`src/rtl/pc_ctrl_pkg.sv`:
```
// ---------------------------------------------------------------------------
// pc_ctrl_pkg: definitions shared by the program-counter controller.
//   state_t / ST_*   : controller state encoding (RUN and the two vector-load
//                      states)
//   pc_sel_t / SEL_* : encodings of pc_in_sel for a redirect
//                      (pc_src = 1)
//   is_vec_state()   : true in either vector-load state
// ---------------------------------------------------------------------------
package pc_ctrl_pkg;

  typedef logic [1:0] state_t;

  localparam state_t ST_RUN     = 2'd0;
  localparam state_t ST_VEC_RST = 2'd1;
  localparam state_t ST_VEC_INT = 2'd2;

  typedef logic [1:0] pc_sel_t;

  localparam pc_sel_t SEL_INT    = 2'b00;
  localparam pc_sel_t SEL_STACK  = 2'b01;
  localparam pc_sel_t SEL_BRANCH = 2'b10;
  localparam pc_sel_t SEL_RESET  = 2'b11;

  function automatic logic is_vec_state(input state_t s);
    return (s == ST_VEC_RST) || (s == ST_VEC_INT);
  endfunction

endpackage

```
`src/rtl/pc_next_mux.sv`:
```
// ---------------------------------------------------------------------------
// pc_next_mux: combinational selection of the next program counter. It
// assumes the cycle is not stalled. The controller applies stall itself.
//   state       : current controller state
//   pc_src      : 0 = sequential, 1 = redirect selected by pc_in_sel
//   pc_in_sel   : redirect source
//   int_pend    : an external interrupt is waiting
//   pc          : current PC
//   pc_plus_1   : pc + 1, wrapping
//   stack_addr  : return target
//   branch_addr : branch or jump target
//   mem_data    : vector contents read at vec_addr
//   pc_next     : PC value for the next unstalled cycle
// ---------------------------------------------------------------------------
module pc_next_mux
  import pc_ctrl_pkg::*;
#(
  parameter int ADDR_W = 8
) (
  input  state_t            state,
  input  logic              pc_src,
  input  pc_sel_t           pc_in_sel,
  input  logic              int_pend,
  input  logic [ADDR_W-1:0] pc,
  input  logic [ADDR_W-1:0] pc_plus_1,
  input  logic [ADDR_W-1:0] stack_addr,
  input  logic [ADDR_W-1:0] branch_addr,
  input  logic [ADDR_W-1:0] mem_data,
  output logic [ADDR_W-1:0] pc_next
);

  always_comb begin
    // NOTE: default first so every path assigns pc_next and no latch is inferred.
    pc_next = pc;
    unique case (state)
      ST_VEC_RST,
      ST_VEC_INT: pc_next = mem_data;
      ST_RUN: begin
        if (pc_src) begin
          // A soft reset or a software interrupt leaves the PC alone.
          // The vector state loads it on the following cycle.
          if (pc_in_sel == SEL_STACK)       pc_next = stack_addr;
          else if (pc_in_sel == SEL_BRANCH) pc_next = branch_addr;
        end else if (!int_pend) begin
          pc_next = pc_plus_1;
        end
      end
      default: pc_next = pc;
    endcase
  end

endmodule

```
`src/rtl/pc_ctrl.sv`:
```
// ---------------------------------------------------------------------------
// pc_ctrl: program-counter register and the controller around it. It handles
// reset and interrupt vector loads, redirects, and a single pending external
// interrupt.
//   clk, rst      : rising-edge clock, asynchronous active-high reset
//   stall         : hold PC, state, ret_addr and the vector access
//   pc_src        : 0 = sequential, 1 = redirect selected by pc_in_sel
//   pc_in_sel     : 00 sw interrupt, 01 stack, 10 branch, 11 soft reset
//   stack_addr    : return target (RET/RTI)
//   branch_addr   : branch or jump target
//   int_req       : external interrupt request, sampled every cycle
//   mem_data      : combinational read data at vec_addr
//   pc            : current PC (registered)
//   pc_plus_1     : pc + 1, wrapping
//   vec_rd        : high while in a vector-load state
//   vec_addr      : vector address being read, 0 otherwise
//   int_taken     : pulse on the cycle that commits RUN -> VEC_INT
//   ret_addr      : PC to push when an interrupt is taken (registered)
// ---------------------------------------------------------------------------
module pc_ctrl
  import pc_ctrl_pkg::*;
#(
  parameter int          ADDR_W    = 8,
  parameter int unsigned RESET_VEC = 0,
  parameter int unsigned INT_VEC   = 1
) (
  input  logic              clk,
  input  logic              rst,
  input  logic              stall,
  input  logic              pc_src,
  input  logic [1:0]        pc_in_sel,
  input  logic [ADDR_W-1:0] stack_addr,
  input  logic [ADDR_W-1:0] branch_addr,
  input  logic              int_req,
  input  logic [ADDR_W-1:0] mem_data,
  output logic [ADDR_W-1:0] pc,
  output logic [ADDR_W-1:0] pc_plus_1,
  output logic              vec_rd,
  output logic [ADDR_W-1:0] vec_addr,
  output logic              int_taken,
  output logic [ADDR_W-1:0] ret_addr
);

  localparam logic [ADDR_W-1:0] RESET_ADDR = ADDR_W'(RESET_VEC);
  localparam logic [ADDR_W-1:0] INT_ADDR   = ADDR_W'(INT_VEC);

  state_t            state_q, state_d;
  logic [ADDR_W-1:0] pc_q, pc_d, pc_next;
  logic [ADDR_W-1:0] ret_addr_q, ret_addr_d;
  logic              int_pend_q, int_pend_d;
  logic              int_taken_d;
  logic              pend_clr;

  assign pc_plus_1 = pc_q + ADDR_W'(1);

  pc_next_mux #(.ADDR_W(ADDR_W)) u_pc_next_mux (
    .state       (state_q),
    .pc_src      (pc_src),
    .pc_in_sel   (pc_in_sel),
    .int_pend    (int_pend_q),
    .pc          (pc_q),
    .pc_plus_1   (pc_plus_1),
    .stack_addr  (stack_addr),
    .branch_addr (branch_addr),
    .mem_data    (mem_data),
    .pc_next     (pc_next)
  );

  always_comb begin
    state_d     = state_q;
    ret_addr_d  = ret_addr_q;
    int_taken_d = 1'b0;
    pend_clr    = 1'b0;
    pc_d        = stall ? pc_q : pc_next;
    if (!stall) begin
      unique case (state_q)
        ST_VEC_RST: state_d = ST_RUN;
        ST_VEC_INT: begin
          state_d  = ST_RUN;
          pend_clr = 1'b1;
        end
        ST_RUN: begin
          if (pc_src) begin
            // A redirect wins over a pending interrupt. The request
            // stays pending until a later sequential cycle.
            if (pc_in_sel == SEL_RESET) begin
              state_d = ST_VEC_RST;
            end else if (pc_in_sel == SEL_INT) begin
              state_d     = ST_VEC_INT;
              int_taken_d = 1'b1;
              ret_addr_d  = pc_plus_1;
            end
          end else if (int_pend_q) begin
            // The instruction at pc has not executed yet, so it is the
            // return point.
            state_d     = ST_VEC_INT;
            int_taken_d = 1'b1;
            ret_addr_d  = pc_q;
          end
        end
        default: state_d = ST_VEC_RST;  // recover from the unused encoding
      endcase
    end
    // A new request wins over the clear in the same cycle.
    int_pend_d = int_req | (int_pend_q & ~pend_clr);
  end

  // NOTE: sequential state uses non-blocking assignments only, so every flop
  // samples values from before the clock edge.
  always_ff @(posedge clk or posedge rst) begin
    if (rst) begin
      state_q    <= ST_VEC_RST;
      pc_q       <= '0;
      ret_addr_q <= '0;
      int_pend_q <= 1'b0;
    end else begin
      state_q    <= state_d;
      pc_q       <= pc_d;
      ret_addr_q <= ret_addr_d;
      int_pend_q <= int_pend_d;
    end
  end

  always_comb begin
    vec_addr = '0;
    if (state_q == ST_VEC_RST)      vec_addr = RESET_ADDR;
    else if (state_q == ST_VEC_INT) vec_addr = INT_ADDR;
  end

  assign vec_rd    = is_vec_state(state_q);
  assign int_taken = int_taken_d;
  assign pc        = pc_q;
  assign ret_addr  = ret_addr_q;

endmodule

```
`config.mk`:
```
export PLATFORM = sky130hd
export DESIGN_NAME = pc_ctrl
export DESIGN_NICKNAME = d
export VERILOG_FILES = /design/src/rtl/pc_ctrl_pkg.sv /design/src/rtl/pc_next_mux.sv /design/src/rtl/pc_ctrl.sv
export SDC_FILE = /design/constraint.sdc
export NUM_CORES = 1
export LEC_CHECK = 0
export CORE_UTILIZATION = 43
export CTS_BUF_LIST = sky130_fd_sc_hd__clkbuf_8
export DETAILED_ROUTE_END_ITERATION = 8
export GPL_TIMING_DRIVEN = 0
export PLACE_DENSITY_LB_ADDON = 0.15
export REMOVE_ABC_BUFFERS = 1
export SETUP_SLACK_MARGIN = 0.15
export SKIP_CTS_REPAIR_TIMING = 1
export SLEW_MARGIN = 20
export SYNTH_ARGS = -nofsm -noshare
export SYNTH_HDL_FRONTEND = slang
export SYNTH_SLANG_ARGS = --single-unit
```
`constraint.sdc`:
```
create_clock -name clk -period 2.2 [get_ports clk]
set_input_delay 0.44 -clock clk [delete_from_list [all_inputs] [get_ports clk]]
set_output_delay 0.44 -clock clk [all_outputs]
set_load 0.01 [all_outputs]
```
==> summary.md <==
| Metric | Value |
|---|---|
| Run status | finished with violations |
| Violated checks | setup timing |
| Ys flop type | dfrtp_1 |
| Num CTS Buffers | 3 |
| Buffers on Ports | 57 |
| Remaining Overflow, GRT | 0 |
| Comb pwr share | 0.699 |
| Slowest CP cell | dfrtp_2 |
| Worst Path Arrival | around 1.8 ns |
| Global Route Usage Sum | 0.203 |
| WP buf/inv | 2 |
| Clock root cell | clkbuf_8 |
| Ant diodes | 0 |
| Pwr dens | ~1300 mW/mm^2 |
| Pre-CTS setup slack | -0.920 ns |
| DRT Wirelength | 4.36 mm |
| Mux contribution to synthesized area | 0.0687 |
| Top cell type's share of synthesized area | 0.305 |
| Synth area leaders | dfrtp_1 31%, ha_1 6.8%, mux2i_1 6.1%, nor2_1 5.3%, a21oi_1 5.1% |
| Top-level I/O count | 65 |
| Placer Congestion | roughly 0.76 |
| CP startpoint kind | flop |
| DR vias | roughly 1,500 |
| Max-slew headroom | 0.487 |
| Routed vias/inst | around 5.4 |
| Die area | 0.00367 sq mm |
| Max-Cap Viols | 0 |
| Post-Synth Adder-Cell Area | 0.0679 |
| Syn_area_per_cell | roughly 8.6 sq um |
| Yosys cell types | 45 |
| Setup CP Type | reg2out |
| Max Fclk | 446 MHz |
| CP Capture Type | output port |
| Final count of hold timing violations | 0 |
| Drt pass-1 iters | 4 |
| Worst VDD drop | about 0.53 mV |
| Synth Register Bits | 19 |
| H-tree depth | 1 |
| Clk_skew | ~0.0054 ns |
| Clock Tree Buf Depth | 2 |
| DRC | 0 |
| Final Max Tran Viols | 0 |
| Largest family of logic cells by synthesized area | compound AO/OA/AOI/OAI gates |
| Setup violators final | 1 |
| Async SR Flop Fraction | 1.00 |
| Clock sink count | 19 |
| Final Cycle Share | 1.02 |
| Cells after Synth | about 170 |
| Worst Hold Class | reg2reg |
| Vias in the first global route | 1,264 |
| Starting DRT DRC Count | 87 |
| DIE WIDTH | ~60 um |
| Top-count cell post-synth | nor2_1 |
| Initial antenna violation count | 0 |
| RSZ-0062 raised after global routing | true |
| Critical-path maximum fanout | 4 |
| Compound-gate portion of the synthesized area | 0.188 |
| Clk_lat worst skew | between 0.2 and 0.3 ns |
| Sequential fraction of the synthesis area | 0.323 |
| Net Sw Frac | 0.404 |
| P_leak | approximately 1.1 nW |
| DIE HEIGHT | around 61 um |
| Worst-path clk slew | roughly 0.080 ns |
| Top post-synthesis cells by count | 21 x nor2_1, 18 x dfrtp_1, 15 x a21oi_1 |
| Fraction of synthesized cell area in xor and xnor cells | 0.0653 |
| Total Nets Final | 284 |
| Post-synthesis cell area | 0.00148 sq mm |
| Avg WL per Cell | between 15 and 20 um |
| Final core occ | 0.773 |
| Fin crit period | roughly 2.2 ns |
| Initial Util | 0.468 |
| Core footprint | 0.00315 sq mm |
| Area leader, netlist | dfrtp_1 |
| Final Power | ~3.2 mW |
| Seq pwr share | 0.221 |
| Final worst setup slack | -0.0443 ns |
| Crit path required time | 1.76 ns |
| Synth Area in Simple Gates | 0.176 |
| Top Family by Delay on Critical Path | flip-flops |
| Clk pwr share | 0.080 |
| Switching pwr | 1.31 mW |
| Hpwl dp | 2.56 mm |
| # rows | 20 |
| Crit-path cells | buf_6 > ha_4 > nand3_4 > o21a_1 > or2_2 > dlymetal6s2s_1 |
| Internal power | 1.94 mW |
| Global-route wire length before repair | around 5.6 mm |
| Syn-to-layout area delta | 65.2% |
| Largest net degree at the start of global routing | 28 |
| Slowest stage delay, CP | 0.45 ns |
| Share of layout cells above drive strength 1 | 0.242 |
| YS warnings | 0 |
| Antenna-violating nets left | 0 |
| Count of flip-flops with a built-in enable after synthesis | 0 |
| Slew at the pin closest to its max-slew limit | approximately 0.77 ns |
| CTS tree | yes |
| Worst Hold Slack | between 0.5 and 0.6 ns |
==> routing by layer <==
layer  track usage  vias up  part of all wire
met5             0        -                 0
met4        0.0779        0             0.016
met3        0.0213       10             0.058
met2         0.350       80              0.52
met1         0.262      736              0.41
li1              -      719                 -
==> final timing paths <==
check,from,endpoint,slack [ns],depth (start not counted)
hold reg to reg,ret_addr[2],ret_addr[2],0.53,2
max in group asynchronous,rst,pc[5],1.06,2
min in group asynchronous,rst,ret_addr[0],0.61,2
hold / removal,ret_addr[2],ret_addr[2],0.53,2
setup reg to reg,state_q[0],pc[3],0.28,7
setup / recovery,pc[0],pc_plus_1[6],-0.04,6
==> through the flow <==
step                std cells  setup TNS (ns)  instance area [sq um]
floorplan                 158               0                   1370
global placement          259          -12.64                   2000
detailed placement        259          -13.79                   2000
CTS                       263          -10.57                   2040
global route              288         -0.0850                   2440
finish                    288         -0.0443                   2440
==> worst reg2reg max path, cell delays in order (launching register included) <==
cell and delay, ns:
dfstp_2 0.38, inv_1 0.16, ha_4 0.25, clkinvlp_4 0.12
buf_4 0.15, or3_1 0.37, a211oi_1 0.28, a221o_1 0.15
==> final cells by class <==
cell class / count / area [sq um]
Multi-Input combinational cell: 130 / 967
Timing Repair Buffer: 82 / 846
Fill cell: 231 / 716
Sequential cell: 19 / 485
Tap cell: 44 / 55.1
Clock buffer: 3 / 41.3
Inverter: 9 / 37.5
Clock inverter: 1 / 5.00
==> state kept, by name, summed over array words and instances, names as in the netlist <==
register,flops
state_q,2
int_pend_q,1
ret_addr,8
pc,8
==> power groups by stage <==
stage	Clock [mW]	Sequential [mW]	Combinational, mW
finish	0.258	0.718	2.27
global route	0.281	0.733	2.43
floorplan	0	0.769	0.801
CTS	0.254	0.737	1.64
global placement	0	0.736	1.60
detailed placement	0	0.747	1.63
==> cells in the final DEF, fill, tap and decap left out, drive strengths merged, types with 2 or more instances in the layout <==
cell and instances:
or2 3, xor2 5, nand4 2, buf 26
a31oi 4, inv 8, a211oi 2, clkbuf 4
nand3 4, nor3 3, dfrtp 18, nor2 21
o31ai 3, dlymetal6s2s 10, ha 8, clkdlybuf4s50 45
a21oi 15, nand2b 2, mux2i 9, o211ai 2
conb 7, a21boi 3, nand2 14, xnor2 6
==> kinds of logic after synthesis <==
family	after synthesis
and+or+nand+nor	55
AOI/OAI and AO/OA	39
buffers and inverters	29
DFF	19
xor gates and xnor gates	11
muxes	10
adders and majority gates	8
other	1
Power figures use the tool's default switching activity.
